$ cat src/rtl/square_attack_scanner.sv
// Leaper attack scanner: tests one candidate attacker square per clock
// (pawns, knights, king) against a board captured when the request is accepted.

package square_attack_pkg;
  typedef enum logic [2:0] {
    EMPTY  = 3'd0,
    PAWN   = 3'd1,
    KNIGHT = 3'd2,
    BISHOP = 3'd3,
    ROOK   = 3'd4,
    QUEEN  = 3'd5,
    KING   = 3'd6
  } piece_t;

  typedef enum logic {
    WHITE = 1'b0,
    BLACK = 1'b1
  } color_t;

  typedef struct packed {
    color_t color;
    piece_t piece;
  } fullpiece_t;
endpackage

module square_attack_scanner
  import square_attack_pkg::*;
#(
  parameter int unsigned ENABLE_PAWN   = 1,
  parameter int unsigned ENABLE_KNIGHT = 1,
  parameter int unsigned ENABLE_KING   = 1,
  parameter int unsigned EARLY_EXIT    = 1
) (
  input  logic              clk,
  input  logic              rst,
  input  logic              start,
  input  logic              abort,
  input  fullpiece_t [63:0] board,
  input  logic [5:0]        square,
  input  color_t            defender,
  output logic              busy,
  output logic              done,
  output logic              attacked,
  output logic [5:0]        attacker_square,
  output piece_t            attacker_piece,
  output logic [4:0]        hit_count
);

  // Candidate counts per class; disabled classes contribute nothing.
  localparam logic [4:0] N_PAWN_C   = 5'(2 * ENABLE_PAWN);
  localparam logic [4:0] N_KNIGHT_C = 5'(8 * ENABLE_KNIGHT);
  localparam logic [4:0] N_KING_C   = 5'(8 * ENABLE_KING);
  localparam logic [4:0] N_TOTAL_C  = N_PAWN_C + N_KNIGHT_C + N_KING_C;

  if (ENABLE_PAWN == 0 && ENABLE_KNIGHT == 0 && ENABLE_KING == 0) begin : g_cfg_check
    $error("square_attack_scanner: at least one candidate class must be enabled");
  end

  typedef enum logic [1:0] {
    ST_IDLE = 2'd0,
    ST_SCAN = 2'd1,
    ST_DONE = 2'd2
  } state_t;

  state_t            state_r;
  fullpiece_t [63:0] board_r;
  logic [5:0]        square_r;
  color_t            defender_r;
  logic [4:0]        idx_r;

  // Second pipeline stage: the candidate produced from idx_r one cycle earlier.
  logic              cand_v_r;
  logic              cand_ok_r;
  logic              cand_last_r;
  logic [5:0]        cand_sq_r;
  piece_t            cand_type_r;

  logic              busy_r;
  logic              done_r;
  logic              attacked_r;
  logic [5:0]        attacker_square_r;
  piece_t            attacker_piece_r;
  logic [4:0]        hit_count_r;

  // First-stage decode of candidate idx_r.
  piece_t            cand_type_s;
  logic signed [3:0] dr_s;
  logic signed [3:0] dc_s;
  logic [4:0]        kn_sub_s;
  logic [4:0]        kg_sub_s;
  logic signed [3:0] row_s;
  logic signed [3:0] col_s;
  logic              cand_ok_s;
  logic [5:0]        cand_sq_s;
  logic              hit_s;

  // Map the scan index onto a piece class and a (dr,dc) offset in scan order.
  always_comb begin
    cand_type_s = EMPTY;
    dr_s        = 4'sd0;
    dc_s        = 4'sd0;
    kn_sub_s    = idx_r - N_PAWN_C;
    kg_sub_s    = idx_r - N_PAWN_C - N_KNIGHT_C;
    if (idx_r < N_PAWN_C) begin
      // White pawns advance toward higher rows, so they attack from below.
      cand_type_s = PAWN;
      dr_s        = (defender_r == WHITE) ? 4'sd1 : -4'sd1;
      dc_s        = idx_r[0] ? 4'sd1 : -4'sd1;
    end else if (idx_r < (N_PAWN_C + N_KNIGHT_C)) begin
      cand_type_s = KNIGHT;
      case (kn_sub_s[2:0])
        3'd0:    begin dr_s =  4'sd2; dc_s =  4'sd1; end
        3'd1:    begin dr_s =  4'sd2; dc_s = -4'sd1; end
        3'd2:    begin dr_s = -4'sd2; dc_s =  4'sd1; end
        3'd3:    begin dr_s = -4'sd2; dc_s = -4'sd1; end
        3'd4:    begin dr_s =  4'sd1; dc_s =  4'sd2; end
        3'd5:    begin dr_s =  4'sd1; dc_s = -4'sd2; end
        3'd6:    begin dr_s = -4'sd1; dc_s =  4'sd2; end
        3'd7:    begin dr_s = -4'sd1; dc_s = -4'sd2; end
        default: begin dr_s =  4'sd0; dc_s =  4'sd0; end
      endcase
    end else if (idx_r < N_TOTAL_C) begin
      cand_type_s = KING;
      case (kg_sub_s[2:0])
        3'd0:    begin dr_s = -4'sd1; dc_s = -4'sd1; end
        3'd1:    begin dr_s = -4'sd1; dc_s =  4'sd0; end
        3'd2:    begin dr_s = -4'sd1; dc_s =  4'sd1; end
        3'd3:    begin dr_s =  4'sd0; dc_s = -4'sd1; end
        3'd4:    begin dr_s =  4'sd0; dc_s =  4'sd1; end
        3'd5:    begin dr_s =  4'sd1; dc_s = -4'sd1; end
        3'd6:    begin dr_s =  4'sd1; dc_s =  4'sd0; end
        3'd7:    begin dr_s =  4'sd1; dc_s =  4'sd1; end
        default: begin dr_s =  4'sd0; dc_s =  4'sd0; end
      endcase
    end else begin
      cand_type_s = EMPTY;
    end
  end

  // Target coordinates in 4-bit signed form; bit 3 set means off the board.
  always_comb begin
    row_s     = $signed({1'b0, square_r[5:3]}) + dr_s;
    col_s     = $signed({1'b0, square_r[2:0]}) + dc_s;
    cand_ok_s = ~row_s[3] & ~col_s[3] & (idx_r < N_TOTAL_C);
    cand_sq_s = {row_s[2:0], col_s[2:0]};
  end

  // Second stage: an enemy piece of the candidate's class sits on the square.
  always_comb begin
    hit_s = 1'b0;
    if (cand_v_r && cand_ok_r && (cand_type_r != EMPTY)) begin
      hit_s = (board_r[cand_sq_r].piece == cand_type_r) &&
              (board_r[cand_sq_r].color != defender_r);
    end else begin
      hit_s = 1'b0;
    end
  end

  // Control FSM with candidate pipeline and registered result outputs.
  always_ff @(posedge clk or posedge rst) begin
    if (rst) begin
      state_r           <= ST_IDLE;
      board_r           <= '0;
      square_r          <= 6'd0;
      defender_r        <= WHITE;
      idx_r             <= 5'd0;
      cand_v_r          <= 1'b0;
      cand_ok_r         <= 1'b0;
      cand_last_r       <= 1'b0;
      cand_sq_r         <= 6'd0;
      cand_type_r       <= EMPTY;
      busy_r            <= 1'b0;
      done_r            <= 1'b0;
      attacked_r        <= 1'b0;
      attacker_square_r <= 6'd0;
      attacker_piece_r  <= EMPTY;
      hit_count_r       <= 5'd0;
    end else begin
      case (state_r)
        ST_IDLE: begin
          done_r <= 1'b0;
          if (start) begin
            board_r           <= board;
            square_r          <= square;
            defender_r        <= defender;
            idx_r             <= 5'd0;
            cand_v_r          <= 1'b0;
            attacked_r        <= 1'b0;
            attacker_square_r <= 6'd0;
            attacker_piece_r  <= EMPTY;
            hit_count_r       <= 5'd0;
            busy_r            <= 1'b1;
            state_r           <= ST_SCAN;
          end else begin
            busy_r <= 1'b0;
          end
        end
        ST_SCAN: begin
          if (abort) begin
            cand_v_r <= 1'b0;
            busy_r   <= 1'b0;
            state_r  <= ST_IDLE;
          end else begin
            // Stage one: issue the next candidate while any remain.
            if (idx_r < N_TOTAL_C) begin
              cand_v_r    <= 1'b1;
              cand_ok_r   <= cand_ok_s;
              cand_sq_r   <= cand_sq_s;
              cand_type_r <= cand_type_s;
              cand_last_r <= (idx_r == (N_TOTAL_C - 5'd1));
              idx_r       <= idx_r + 5'd1;
            end else begin
              cand_v_r <= 1'b0;
            end
            // Stage two: record hits and decide whether the scan is over.
            if (cand_v_r) begin
              if (hit_s) begin
                if (!attacked_r) begin
                  attacked_r        <= 1'b1;
                  attacker_square_r <= cand_sq_r;
                  attacker_piece_r  <= cand_type_r;
                end
                hit_count_r <= hit_count_r + 5'd1;
              end
              if (cand_last_r || (hit_s && (EARLY_EXIT != 0))) begin
                done_r  <= 1'b1;
                state_r <= ST_DONE;
              end
            end
          end
        end
        ST_DONE: begin
          // busy stays high through this cycle so a coincident start is dropped.
          done_r   <= 1'b0;
          busy_r   <= 1'b0;
          cand_v_r <= 1'b0;
          state_r  <= ST_IDLE;
        end
        default: begin
          done_r   <= 1'b0;
          busy_r   <= 1'b0;
          cand_v_r <= 1'b0;
          state_r  <= ST_IDLE;
        end
      endcase
    end
  end

  assign busy            = busy_r;
  assign done            = done_r;
  assign attacked        = attacked_r;
  assign attacker_square = attacker_square_r;
  assign attacker_piece  = attacker_piece_r;
  assign hit_count       = hit_count_r;

endmodule

$ cat config.mk
export PLATFORM = sky130hd
export DESIGN_NAME = square_attack_scanner
export DESIGN_NICKNAME = d
export VERILOG_FILES = /design/src/rtl/square_attack_scanner.sv
export SDC_FILE = /design/constraint.sdc
export NUM_CORES = 1
export LEC_CHECK = 0
export ABC_AREA = 1
export BUFFER_PORTS_ARGS = -buffer_cell sky130_fd_sc_hd__buf_2
export CAP_MARGIN = 20
export CORE_MARGIN = 3
export CORE_UTILIZATION = 56
export CTS_CLUSTER_SIZE = 24
export DETAILED_ROUTE_END_ITERATION = 10
export GPL_TIMING_DRIVEN = 0
export PLACE_DENSITY = 0.79
export SETUP_SLACK_MARGIN = 0.02
export SYNTH_ARGS = -nofsm -noshare
export SYNTH_HDL_FRONTEND = slang
export SYNTH_SLANG_ARGS = --single-unit
$ cat constraint.sdc
create_clock -name clk -period 10.47 [get_ports clk]
set_clock_uncertainty 0.2 [all_clocks]
set_input_delay 0.5235 -clock clk [delete_from_list [all_inputs] [get_ports clk]]
set_output_delay 0.5235 -clock clk [all_outputs]
set_load 0.02 [all_outputs]
==> metrics.txt <==
# TYPE chip_impl_metric gauge
chip_impl_metric{name="finalWeightedCongestion",unit=""} 0.941
chip_impl_metric{name="dieWidth",unit="um"} 167
chip_impl_metric{name="final-instance-count-excl-fill",unit=""} 2893
chip_impl_metric{name="die_y",unit="um"} 167
chip_impl_metric{name="placementRows",unit=""} 58
chip_impl_metric{name="routed_wire_length_per_instance",unit="um"} 20.9
chip_impl_metric{name="ys_async_sr_fraction",unit="%"} 100
chip_impl_metric{name="cp_slowest_stage_delay",unit="ps"} 630
chip_impl_metric{name="path_max_fanout",unit=""} 10
chip_impl_metric{name="drt_pre_antenna_iters",unit=""} 7
chip_impl_metric{name="syn_nets",unit=""} 2248
chip_impl_metric{name="syn_to_final_growth",unit="%"} 38.5
chip_impl_metric{name="floorplan.die_area",unit="mm2"} 0.0278
chip_impl_metric{name="synth_seq_area_share",unit="%"} 51.7
chip_impl_metric{name="timing.slew.headroom",unit="%"} 29.5
chip_impl_metric{name="p_total",unit="uW"} 6150
chip_impl_info{name="crit_path_start",value="cand_sq_r[0]"} 1
chip_impl_metric{name="ff2ff_path_depth",unit=""} 18
chip_impl_info{name="r2r-start",value="cand_sq_r[0]"} 1
chip_impl_metric{name="clock_tree.htree_level_count",unit=""} 1
chip_impl_metric{name="crit_arrival",unit="ps"} 3640
chip_impl_metric{name="yosysUniqueCellTypes",unit=""} 28
chip_impl_info{name="crit_path_end_kind",value="flop"} 1
chip_impl_metric{name="setup_violating_endpoint_count_in_the_final_report",unit=""} 0
chip_impl_info{name="synth_common_cells",value="1,183 x nand2_1, 299 x dfrtp_1, 229 x nand3_1"} 1
chip_impl_metric{name="switching_share",unit="%"} 45.6
chip_impl_info{name="clk_root_buffer_cell",value="clkbuf_16"} 1
chip_impl_metric{name="fin_nets",unit=""} 2819
chip_impl_info{name="regToRegEndpoint",value="attacker_square[4]"} 1
chip_impl_metric{name="cp_data_required_time",unit="ps"} 10730
chip_impl_metric{name="initial_core_utilization",unit="%"} 57.2
chip_impl_info{name="crit_chain",value="inv_2, clkbuf_1, nand2_1, nand3_1, nand3_1, nand2_1, nand2_1, nand3_1, nand3_1, nand3_1, nand3_1, nor2_1, nand2_1, nand2_1, buf_4, nand3_4, nand2_1, nand2_1"} 1
chip_impl_metric{name="timing.final.max_slew_violations",unit=""} 0
chip_impl_metric{name="global_route.usage.total",unit="%"} 42.9
chip_impl_metric{name="cts_buffer_depth",unit=""} 3
chip_impl_metric{name="num_vias",unit=""} 16900
chip_impl_metric{name="vdd_ir_drop_max",unit="mV"} 0.205
chip_impl_metric{name="pwr_density_cell",unit="mW/mm2"} 307
chip_impl_metric{name="ys.warnings.count",unit=""} 0
chip_impl_metric{name="post_cts_resize_count",unit=""} 0
chip_impl_metric{name="worst-r2r-setup-slack",unit="ps"} 7090
chip_impl_metric{name="internal-power",unit="uW"} 3340
chip_impl_info{name="timing.setup.critical_path_class",value="flop to flop"} 1
chip_impl_metric{name="port_buffers",unit=""} 283
chip_impl_metric{name="switchingPower",unit="uW"} 2800
chip_impl_metric{name="design.portCount",unit=""} 284
chip_impl_metric{name="power.share.sequential",unit="%"} 33.2
chip_impl_metric{name="critPathBufInv",unit=""} 3
chip_impl_metric{name="post-route-drc-count",unit=""} 0
chip_impl_metric{name="post_route_setup_tns",unit="ps"} 0
chip_impl_metric{name="grt_pass1_wl",unit="um"} 93200
chip_impl_info{name="cts_tree",value="done"} 1
chip_impl_metric{name="final_period_minus_worst_setup_slack",unit="ps"} 3380
chip_impl_info{name="synth_most_common_cell",value="nand2_1"} 1
chip_impl_metric{name="fin_crit_sh",unit="%"} 32.2
chip_impl_metric{name="vias_per_cell",unit=""} 5.83
chip_impl_metric{name="core_area",unit="mm2"} 0.0253
chip_impl_info{name="cp-start-kind",value="flop"} 1
chip_impl_metric{name="synth_edf_count",unit=""} 0
chip_impl_metric{name="hold_slack",unit="ps"} 5.96
chip_impl_metric{name="cellLeakagePower",unit="uW"} 0.0108
chip_impl_metric{name="pwr-share-clk",unit="%"} 20.4
chip_impl_metric{name="timing.max_cap.violations",unit=""} 0
chip_impl_metric{name="post_route_cells_drive_above_1_share",unit="%"} 15.4
chip_impl_info{name="cpMostUsedCell",value="nand2_1"} 1
chip_impl_metric{name="globalRoute.totalOverflow",unit=""} 0
chip_impl_metric{name="tritoncts_num_sinks",unit=""} 299
chip_impl_metric{name="post_synth_inst_count",unit=""} 1964
chip_impl_metric{name="max_freq",unit="GHz"} 0.296
chip_impl_metric{name="netlist.area_leader.share",unit="%"} 51.7
chip_impl_metric{name="whs_path_depth",unit=""} 3
chip_impl_metric{name="wirelength",unit="um"} 60500
chip_impl_metric{name="synthesis.area_per_instance",unit="um2"} 7.37
chip_impl_metric{name="placed_cells",unit=""} 2579
chip_impl_metric{name="synthesis.area",unit="mm2"} 0.0145
chip_impl_metric{name="place_hpwl",unit="um"} 35000
chip_impl_info{name="holdPathEnd",value="board_r[1]"} 1
chip_impl_metric{name="dr.first_iter.drc_count",unit=""} 2459
chip_impl_info{name="synth_top_flop_cell",value="dfrtp_1"} 1
chip_impl_metric{name="antenna_left",unit=""} 0
chip_impl_info{name="min-delay-path-class",value="primary input to flop"} 1
chip_impl_metric{name="tritoncts.num_buffers",unit=""} 31
chip_impl_info{name="synth_largest_area_cell",value="dfrtp_1"} 1
chip_impl_metric{name="clkLatencyLatePin",unit="ps"} 580
chip_impl_info{name="run_status",value="completed"} 1
chip_impl_metric{name="antenna_found_initial",unit=""} 3
chip_impl_info{name="rsz0062_at_grt",value="no"} 1
chip_impl_info{name="cpLargestDelayFamily",value="simple AND/OR/NAND/NOR gates"} 1
chip_impl_metric{name="grt_max_degree",unit=""} 112
chip_impl_metric{name="first_global_vias",unit=""} 17100
chip_impl_info{name="post_synth_main_area_contributors",value="dfrtp_1 52%, nand2_1 31%, nand3_1 7.9%, clkbuf_1 1.7%, ha_1 1.3%"} 1
chip_impl_metric{name="final_hold_viol_count",unit=""} 0
chip_impl_metric{name="tightest_pin_transition",unit="ps"} 1060
chip_impl_info{name="timing.critical_path.slowest_stage_cell",value="clkbuf_1"} 1
chip_impl_metric{name="pwr-share-comb",unit="%"} 46.3
chip_impl_info{name="worstHoldStart",value="board[1]"} 1
chip_impl_metric{name="post_synthesis_sequential_element_count",unit=""} 299
chip_impl_metric{name="worst_setup_hold_path_clk_slew",unit="ps"} 70
[worst max-delay path by stage]
stage	end	cells past startpoint
6_report	attacker_square[4]	18
5_1_grt	attacker_square[4]	17
4_1_cts	attacker_square[4]	17
3_5_place_dp	attacker_square[2]	17
3_3_place_gp	board_r[173]	2
2_1_floorplan	attacked	1
[worst min-delay path, cell delays in order]
cell,delay [ps]
buf_2,100
nand2_1,60
nand2_1,60
[registers in the layout, indices dropped and copies added, names as in the netlist, 2 cells and up]
signal / count
cand_type_r: 3
attacker_piece: 3
idx_r: 5
attacker_square: 6
cand_sq_r: 6
square_r: 6
state_r: 2
hit_count: 5
board_r: 256
[cell usage in the layout, fill, tap and decap left out, drive strengths merged, types with 15 or more instances in the layout]
master       Yosys  routed
nand2         1183    1183
buf             52     337
dfrtp          299     299
dlygate4sd3      0     253
nand3          230     230
clkbuf          65     107
inv             30      32
o21ai           26      26
nor2            20      20
ha              15      15
[cell families after synthesis]
kind of cell | share of synthesized area [%]
compound gates | 1.70
flops | 51.7
fa+ha+maj | 1.57
simple gates | 39.9
buf+inv | 4.68
xor+xnor | 0.424
[power by group through the flow]
stage	clock network (uW)	logic, uW	registers, uW
CTS	1240	2670	2020
floorplan	0	1720	1950
finish	1250	2850	2040
global placement	0	2500	2010
global route	1280	3080	2090
detailed placement	0	2570	2030
[final cells by class]
| cell class | count | area [um2] |
|---|---|---|
| Clock inverter | 16 | 270 |
| Antenna cell | 3 | 7.51 |
| Inverter | 33 | 131 |
| Sequential cell | 299 | 7480 |
| Timing Repair Buffer | 538 | 4000 |
| Clock buffer | 42 | 867 |
| Buffer | 117 | 554 |
| Fill cell | 1648 | 5280 |
| Tap cell | 330 | 413 |
| Multi-Input combinational cell | 1515 | 6310 |
[layer usage]
metal | up-vias | wire length (um) | GRT usage (%)
li1 | 7262 | - | -
met1 | 7801 | 20900 | 52.2
met2 | 1399 | 27200 | 68.7
met3 | 402 | 7750 | 12.0
met4 | 0 | 4620 | 25.0
met5 | - | 0 | 0
[per-stage QoR]
step	area, um2	setup slack (ps)	utilization, %
after floorplan	14500	1490	-
after global placement	16300	-1470	64.4
after detailed placement	16400	7310	64.6
after CTS	20000	7270	79.1
after global routing	20000	6930	79.1
final	20000	7090	79.1
[repair_timing]
| item | 4_1_cts | 5_1_grt |
|---|---|---|
| hold buffers | 253 | 0 |
| endpoints found under the hold margin | 351 | 0 |
| setup buffers | 0 | 0 |
Note: power is estimated with default switching activity, not from simulation.
